**src/rtl/inst_fetch_pkg.sv**
```systemverilog
`default_nettype none
// ============================================================================
// Module      : inst_fetch_pkg
// Description : Shared definitions for the instruction fetch slice: bus
//               width, enable/disable levels, fetch FSM encodings and the
//               {inst, pc} buffer entry layout.
// Revision    : 1.0 - initial release
// ============================================================================
package inst_fetch_pkg;

    localparam int c_XLEN = 32;

    localparam logic c_ENABLE  = 1'b1;
    localparam logic c_DISABLE = 1'b0;

    // Fetch FSM state encodings
    typedef logic [1:0] fetch_state_t;
    localparam fetch_state_t c_S_IDLE  = 2'd0;
    localparam fetch_state_t c_S_WAIT  = 2'd1;
    localparam fetch_state_t c_S_DRAIN = 2'd2;

    // One instruction buffer entry: returned word plus the address it came from
    typedef struct packed {
        logic [c_XLEN-1:0] inst;
        logic [c_XLEN-1:0] pc;
    } fetch_entry_t;

endpackage

`default_nettype wire

```
**src/rtl/fetch_fifo.sv**
```systemverilog
`default_nettype none
// ============================================================================
// Module      : fetch_fifo
// Description : DEPTH-entry FIFO of {inst, pc} pairs with a single-cycle
//               flush. Head entry is presented combinationally on dout.
// Ports       : clk, rst   - clock, synchronous active-high reset
//               push, din  - write one entry
//               pop        - retire the head entry
//               flush      - discard all entries
//               dout       - head entry
//               count      - number of valid entries (0..DEPTH)
// Revision    : 1.0 - initial release
// ============================================================================
module fetch_fifo
    import inst_fetch_pkg::*;
#(
    parameter int DEPTH = 2
) (
    input  logic                        clk,
    input  logic                        rst,
    input  logic                        push,
    input  logic                        pop,
    input  logic                        flush,
    input  fetch_entry_t                din,
    output fetch_entry_t                dout,
    output logic [$clog2(DEPTH):0]      count
);

    localparam int c_PW = $clog2(DEPTH);
    localparam int c_CW = c_PW + 1;

    logic [c_PW-1:0] r_wr_ptr;
    logic [c_PW-1:0] r_rd_ptr;
    logic [c_CW-1:0] r_count;
    fetch_entry_t    r_mem [DEPTH];

    // DEPTH is a power of two, so the natural pointer rollover is modulo DEPTH.
    always_ff @(posedge clk) begin
        if (rst || flush) begin
            r_wr_ptr <= '0;
            r_rd_ptr <= '0;
            r_count  <= '0;
        end else begin
            if (push) r_wr_ptr <= r_wr_ptr + c_PW'(1);
            if (pop)  r_rd_ptr <= r_rd_ptr + c_PW'(1);
            case ({push, pop})
                2'b10:   r_count <= r_count + c_CW'(1);
                2'b01:   r_count <= r_count - c_CW'(1);
                default: r_count <= r_count;
            endcase
        end
    end

    // Storage carries no reset; entries are only visible through count.
    always_ff @(posedge clk) begin
        if (push && !flush) r_mem[r_wr_ptr] <= din;
    end

    assign dout  = r_mem[r_rd_ptr];
    assign count = r_count;

endmodule

`default_nettype wire

```
**src/rtl/inst_fetch.sv**
```systemverilog
`default_nettype none
// ============================================================================
// Module      : inst_fetch
// Description : Instruction fetch unit. Issues one outstanding request at a
//               time to the memory instruction port, buffers returned words
//               with their PC, and hands them to the decoder. Redirects flush
//               the buffer and retarget the PC; a response already in flight
//               at redirect time is discarded (DRAIN state).
// Ports       : clk, rst              - clock, synchronous active-high reset
//               instFree              - memory can accept a request
//               instEn, instAddr      - fetch request pulse and address
//               instOutEn, inst       - memory response pulse and word
//               jumpEn, jumpAddr      - redirect from branch/execute stage
//               stall                 - decoder back-pressure
//               instValid, instOut,   - buffer head presented to decoder
//               instPC
// Revision    : 1.0 - initial release
// ============================================================================
module inst_fetch
    import inst_fetch_pkg::*;
#(
    parameter int              DEPTH    = 2,
    parameter logic [31:0]     RESET_PC = 32'h0000_0000
) (
    input  logic               clk,
    input  logic               rst,
    input  logic               instFree,
    input  logic               instOutEn,
    input  logic [c_XLEN-1:0]  inst,
    output logic               instEn,
    output logic [c_XLEN-1:0]  instAddr,
    input  logic               jumpEn,
    input  logic [c_XLEN-1:0]  jumpAddr,
    input  logic               stall,
    output logic               instValid,
    output logic [c_XLEN-1:0]  instOut,
    output logic [c_XLEN-1:0]  instPC
);

    localparam int                c_CW   = $clog2(DEPTH) + 1;
    localparam logic [c_CW-1:0]   c_FULL = c_CW'(DEPTH);

    fetch_state_t      r_state;
    fetch_state_t      w_next_state;
    logic [c_XLEN-1:0] r_pc;
    logic [c_XLEN-1:0] w_pc_next;
    logic [c_XLEN-1:0] w_jump_target;
    logic              w_req;
    logic              w_push;
    logic              w_pop;
    logic              w_valid;
    logic [c_CW-1:0]   w_count;
    fetch_entry_t      w_head;
    fetch_entry_t      w_din;
    logic              w_unused_jump_lsbs;

    // Targets are word aligned; the low address bits carry no information.
    assign w_jump_target      = {jumpAddr[c_XLEN-1:2], 2'b00};
    assign w_unused_jump_lsbs = ^jumpAddr[1:0];

    always_ff @(posedge clk) begin
        if (rst) begin
            r_state <= c_S_IDLE;
            r_pc    <= RESET_PC;
        end else begin
            r_state <= w_next_state;
            r_pc    <= w_pc_next;
        end
    end

    always_comb begin
        w_next_state = r_state;
        w_pc_next    = r_pc;
        w_req        = c_DISABLE;
        w_push       = c_DISABLE;

        // A redirect retargets the PC from every state.
        if (jumpEn) w_pc_next = w_jump_target;

        case (r_state)
            c_S_IDLE: begin
                if (!jumpEn && instFree && (w_count < c_FULL)) begin
                    w_req        = c_ENABLE;
                    w_next_state = c_S_WAIT;
                end
            end
            c_S_WAIT: begin
                if (jumpEn) begin
                    // A response landing with the redirect is simply dropped;
                    // otherwise it is still in flight and must be drained.
                    w_next_state = instOutEn ? c_S_IDLE : c_S_DRAIN;
                end else if (instOutEn) begin
                    w_push       = c_ENABLE;
                    w_pc_next    = r_pc + 32'd4;
                    w_next_state = c_S_IDLE;
                end
            end
            c_S_DRAIN: begin
                if (!jumpEn && instOutEn) w_next_state = c_S_IDLE;
            end
            default: w_next_state = c_S_IDLE;
        endcase
    end

    assign w_din   = '{inst: inst, pc: r_pc};
    assign w_valid = (w_count != '0) && !jumpEn && !rst;
    assign w_pop   = w_valid && !stall;

    fetch_fifo #(
        .DEPTH (DEPTH)
    ) u_fifo (
        .clk   (clk),
        .rst   (rst),
        .push  (w_push),
        .pop   (w_pop),
        .flush (jumpEn),
        .din   (w_din),
        .dout  (w_head),
        .count (w_count)
    );

    assign instEn    = w_req && !rst;
    assign instAddr  = (w_req && !rst) ? r_pc : '0;
    assign instValid = w_valid;
    assign instOut   = rst ? '0 : w_head.inst;
    assign instPC    = rst ? '0 : w_head.pc;

endmodule

`default_nettype wire

```
**config.mk**
```make
export PLATFORM = sky130hd
export DESIGN_NAME = inst_fetch
export DESIGN_NICKNAME = d
export VERILOG_FILES = /design/src/rtl/inst_fetch_pkg.sv /design/src/rtl/fetch_fifo.sv /design/src/rtl/inst_fetch.sv
export SDC_FILE = /design/constraint.sdc
export NUM_CORES = 1
export LEC_CHECK = 0
export ABC_AREA = 1
export ABC_CLOCK_PERIOD_IN_PS = 5970
export CELL_PAD_IN_SITES_DETAIL_PLACEMENT = 0
export CELL_PAD_IN_SITES_GLOBAL_PLACEMENT = 1
export CORE_MARGIN = 2
export CORE_UTILIZATION = 38
export DETAILED_ROUTE_END_ITERATION = 8
export PLACE_DENSITY = 0.77
export RECOVER_POWER = 50
export SYNTH_ARGS = -nofsm -noshare
export SYNTH_HDL_FRONTEND = slang
export SYNTH_SLANG_ARGS = --single-unit
```
**constraint.sdc**
```tcl
create_clock -name clk -period 5.97 [get_ports clk]
set_input_delay 1.4925 -clock clk [delete_from_list [all_inputs] [get_ports clk]]
set_output_delay 1.4925 -clock clk [all_outputs]
set_load 0.01 [all_outputs]
```
======== Word-level counts from Yosys, hierarchy flattened ========
Memories as Yosys holds them, arrays and structs flattened. A register that Yosys moved wholly into a read port is not among the register bits.
Cells that the tools add are included.
storage, ports and cells
  register bits ........................... 38
  RAM bits ................................ 128
  input bits .............................. 70
  output and inout bits ................... 98
  memories kept ........................... 1
memories
  memory        words  width  read ports  clocked after Yosys merged registers in  wr ports  RTL line          text
  u_fifo.r_mem  2      64     1           1                                        1         fetch_fifo.sv:35  fetch_entry_t r_mem [DEPTH];
cells by class
  add/subtract/negate cells ............... 5
  order comparisons ....................... 1
  eq/ne operators ......................... 7
  mux-type cells .......................... 23
  reduce and logical (&&, ||, !) cells .... 16
operators with widths
  kind                                                                count
  32-bit 2-to-1 mux                                                   7
  32-bit by 3-bit adder with 32-bit output, second input constant     1
  2-bit 2-to-1 mux                                                    5
  1-bit 2-to-1 mux                                                    9
  1-bit logical AND                                                   8
  2-bit case mux with 3 select lines                                  1
  2-bit by 1-bit == test with 1-bit output, second input constant     2
  2-bit == test, second input constant                                2
  2-bit inequality test, second input constant                        2
  2-bit case mux with 2 select lines                                  1
  2-bit nonzero test                                                  2
  1-bit logical NOT                                                   3
  3-bit inequality test, second input constant                        1
  3-bit AND reduction                                                 1
  1-bit adder, second input constant                                  2
  2-bit by 1-bit adder with 2-bit output, second input constant       1
  2-bit logical NOT                                                   1
  2-bit < comparator, second input constant                           1
  2-bit by 1-bit subtractor with 2-bit output, second input constant  1
  1-bit logical OR                                                    1

======== Depth between registers and ports, before layout ========
  depth after elaboration ................. 7
  depth in mapped cells ................... 11
  gate-level depth less buffers ........... 10

======== Cells and area by module ========
From an unflattened synthesis, not the netlist that was laid out.
second synthesis, totals
  cells, all modules ...................... 839
  area, all modules ....................... 8,262.9 µm²
modules (own cells, without submodules)
  module      instances  cells each  area each (µm²)  sequential area each (µm²)
  fetch_fifo  1          230         5,146.2          3,943.8
  inst_fetch  1          609         3,116.7          680.7

======== Least setup slack after synthesis ========
No wires, ideal clock.
  kind .................................... input to register
  start ................................... in jumpEn
  end ..................................... mem u_fifo.r_mem[1][0] in the netlist's numbering (enable)
  setup time .............................. 0.488 ns
  data arrival time ....................... 4.852 ns
  data required time ...................... 5.482 ns
  path slack .............................. 0.631 ns
  cell stages on the path ................. 7
  path buffers ............................ 2
  path through ............................ buf_2 -> inv_2 -> nand2_1 -> nor2_4 -> inv_2 -> buf_2 -> nor2_1
on the way
  cells in the longest elaborated chain, start to end .. 5
  elaborated cells between the ends (all ways) .. 6
  those cells by class .................... 4 x mux; 2 x reduce/logical
RTL lines
  item                                      RTL line          text
  start: declaration                        inst_fetch.sv:32  input logic jumpEn,
  1-bit 2-to-1 mux                          inst_fetch.sv:88  if (jumpEn) begin
  1-bit 2-to-1 mux                          inst_fetch.sv:80  case (r_state)
  1-bit logical AND *                       fetch_fifo.sv:56  if (push && !flush) r_mem[r_wr_ptr] <= din;
  1-bit 2-to-1 mux *                        fetch_fifo.sv:56
  1-bit 2-to-1 mux (implied by the code) *  fetch_fifo.sv:56
  end: declaration                          fetch_fifo.sv:35
Mark *: on every way between the ends. The rest lies on a longest branch, timed or not.

======== Worst setup path after layout ========
  start ................................... in jumpEn
  end ..................................... out instAddr[10]
on the way
  cells in the longest elaborated chain, start to end .. 7
RTL lines
  item                             RTL line           text
  1-bit logical NOT                inst_fetch.sv:82   if (!jumpEn && instFree && (w_count < c_FULL)) begin
  1-bit logical AND (2 in series)  inst_fetch.sv:82
  1-bit 2-to-1 mux                 inst_fetch.sv:82
  1-bit 2-to-1 mux                 inst_fetch.sv:80
  1-bit logical AND                inst_fetch.sv:123  assign instAddr = (w_req && !rst) ? r_pc : '0;
  32-bit 2-to-1 mux                inst_fetch.sv:123
  end: declaration                 inst_fetch.sv:31   output logic [c_XLEN-1:0] instAddr,
No other way between the ends.

==> impl_results.md <==
- TritonCTS Buffers: 17
- Core Rows: 51
- CP arrival: 3.77 ns
- Antenna violations before repair: 0
- Violated checks: max-capacitance violations, max-slew violations
- Commonest non-fill, non-tap cell in the layout: nor2_1
- Post-CTS sizing: 0
- Post-synth cell types: 30
- Worst Max-Slew Pin Slew: 1.951 ns
- Hold Slack: 0.4628 ns
- Max-Slew Margin vs Limit: -0.3054
- Synth Warn #: 0
- Antenna-violating nets left: 0
- Initial drt markers: 319
- Post-Syn Nets: 906
- Setup Fix Bufs, Post-CTS: 0
- Setup TNS Final: 0 ns
- Worst Hold Class: reg2reg
- Most frequent cells in the layout: nor2_1 (215), clkdlybuf4s50_1 (132), edfxtp_1 (128), nand2_1 (110), o21ai_0 (101)
- Crit-path max FO: 32
- WS Path Type: in2out
- Crit path max-delay family: buffers and inverters
- Crit-path max cell delay: 0.56 ns
- Vias: 5926
- CTS HTree Levels: 4
- FMAX: 190.0 MHz
- Initial Utilization: 0.3882
- Routed length per instance: 15.15 um
- Min Tclk post-route: 5.262 ns
- Routed wire length: 19180 um
- Port-buffer cells: 165
- Grt total ovfl: 0
- Largest net degree at the start of global routing: 65
- Post-Layout Inst Area: 0.01003 mm^2
- Max IR drop VDD: 0.1885 mV
- Layout Skew: 0.02349 ns
- Crit path max-delay cell type: dlygate4sd3_1
- Buffers and inverters on the worst path: 5
- Fin nets: 1060
- Crit path launch type: input pin
- Die Y: 145.2 um
- Routability cong.: 0.8188
- Clock Sinks: 167
- Final hold vios: 0
- # IOs: 168
- Placed Area: 0.009513 mm^2
- Core area: 0.01953 mm^2
- Final Util: 0.5136
- Clock latency on the worst-skew pair: 0.43 ns
- Drt pass-1 iters: 5
- Power per cell area: 251.4 mW/mm^2
- Ant diodes: 0
- HPWL after DPL: 12790 um
- Via count of the first global-routing pass: 5861
- Final setup violation count: 0
- Max-cap viol count: 3
- CTS Buffer Depth: 2
- Die W: 145.2 um
- Die ar.: 0.02110 mm^2
- First-pass GRT wire length: 30690 um
- Status: complete, but fails checks
- Synth-to-layout area growth: 32.30%
- CTS tree: yes
- Unrepaired setup endpoints after global routing: false
- Vias per std cell: 4.681
- Root Driver: clkbuf_16
- Sequential-to-total area share from yosys stat: 0.6100
- Synth Cell Area: 0.007581 mm^2
- Clock slew at reported path FFs: 0.07 ns
- Syn avg cell area: 9.090 um^2
- Worst path cell trace: dlygate4sd3_1 -> inv_2 -> nand3_1 -> inv_1 -> nand2_1 -> nor2_1 -> inv_2 -> nor2_1 -> clkdlybuf4s50_1
- Seq cells post-synth: 167
- DRC Markers: 0
- Hold Buf Count CTS: 0
- Share of cells above drive strength 1: 0.05994
- Slew Limit Fails: 118
- Syn Inst Count: 834
- CP required: 4.48 ns
- Total GRT Usage: 0.1852
- Fin crit share: 0.8814
- Endpoint class of the critical path: output port
- LEAKAGE: 3.680 nW
layout make-up:
type                            instances  area [um^2]
Inverter                               84        315.3
Fill cell                            1925         9497
Clock inverter                         15        125.1
Tap cell                              265        331.6
Sequential cell                       167         4626
Clock buffer                           17        425.4
Timing Repair Buffer                  174         1738
Multi-Input combinational cell        544         2469
metal layers:
layer  vias to the layer above  share of wire  GRT usage
met1                      2708           0.46     0.2430
li1                       3060              -          -
met5                         -              0          0
met3                         9          0.036    0.03522
met2                       149           0.49     0.3149
met4                         0         0.0078    0.04951
power by group:
part           internal, mW  total, mW  switching, mW
Combinational        0.0964      0.198          0.102
Clock                 0.573       1.02          0.448
Sequential             1.28       1.30         0.0275
sequential cells by signal, summed over array words and instances, names as in the netlist, named ones only:
| register | cells |
|---|---|
| r_state | 2 |
| u_fifo.r_rd_ptr | 1 |
| r_pc | 32 |
| u_fifo.count | 2 |
| u_fifo.r_mem | 128 |
| u_fifo.r_wr_ptr | 1 |
Yosys cell counts (all sizes together):
cell      n  area, um^2
nor2    223       889.6
edfxtp  128        3844
nand2   113       436.7
o21ai   101       505.5
inv      84       315.3
nand3    40       215.2
dfxtp    39       780.8
a21oi    31       155.2
clkbuf   27       101.4
buf      12       58.80
nor3      8       55.05
xor2      8       70.07
nand4     4       25.02
o211ai    4       30.03
a31oi     3       18.77
ha        2       25.02
nand3b    2       15.01
o21a      2       15.01
a211oi    1       7.510
a311oi    1       8.760
xnor2     1       8.760
logic make-up after synthesis:
kind of cell / Yosys count / synth area share
compound gates: 143 / 0.09771
xor+xnor: 9 / 0.01040
fa+ha+maj: 2 / 0.003300
buf+inv: 123 / 0.06272
flops: 167 / 0.6100
simple gates: 390 / 0.2159
stage by stage:
stage | std cells | total power, mW | setup WS, ns
after floorplan | 834 | 1.413 | 0.6305
final | 1266 | 2.522 | 0.7078
after global routing | 1266 | 2.631 | 0.5326
after detailed placement | 1234 | 1.533 | 0.8170
after CTS | 1266 | 2.558 | 0.8120
after global placement | 1234 | 1.530 | 0.8526
path summary, 6_finish.rpt:
check / start / endpoint / slack, ns / cells past startpoint
max: jumpEn / instAddr[10] / 0.71 / 9
min: r_pc[1]$_SDFFE_PP0P_ / u_fifo.r_mem[0][1]$_DFFE_PP_ / 0.46 / 0
max reg2reg: r_state[0]$_SDFFE_PP0P_ / u_fifo.r_mem[1][27]$_DFFE_PP_ / 2.55 / 5
min reg2reg: r_pc[1]$_SDFFE_PP0P_ / u_fifo.r_mem[0][1]$_DFFE_PP_ / 0.46 / 0
worst reg2reg max path, delay by kind of cell, from the launching register on:
family                 cells  cell delay [ns]
buffers and inverters      2             0.83
AND/OR/NAND/NOR            3             1.85
flip-flops                 1             0.37
Power figures use the tool's default switching activity.
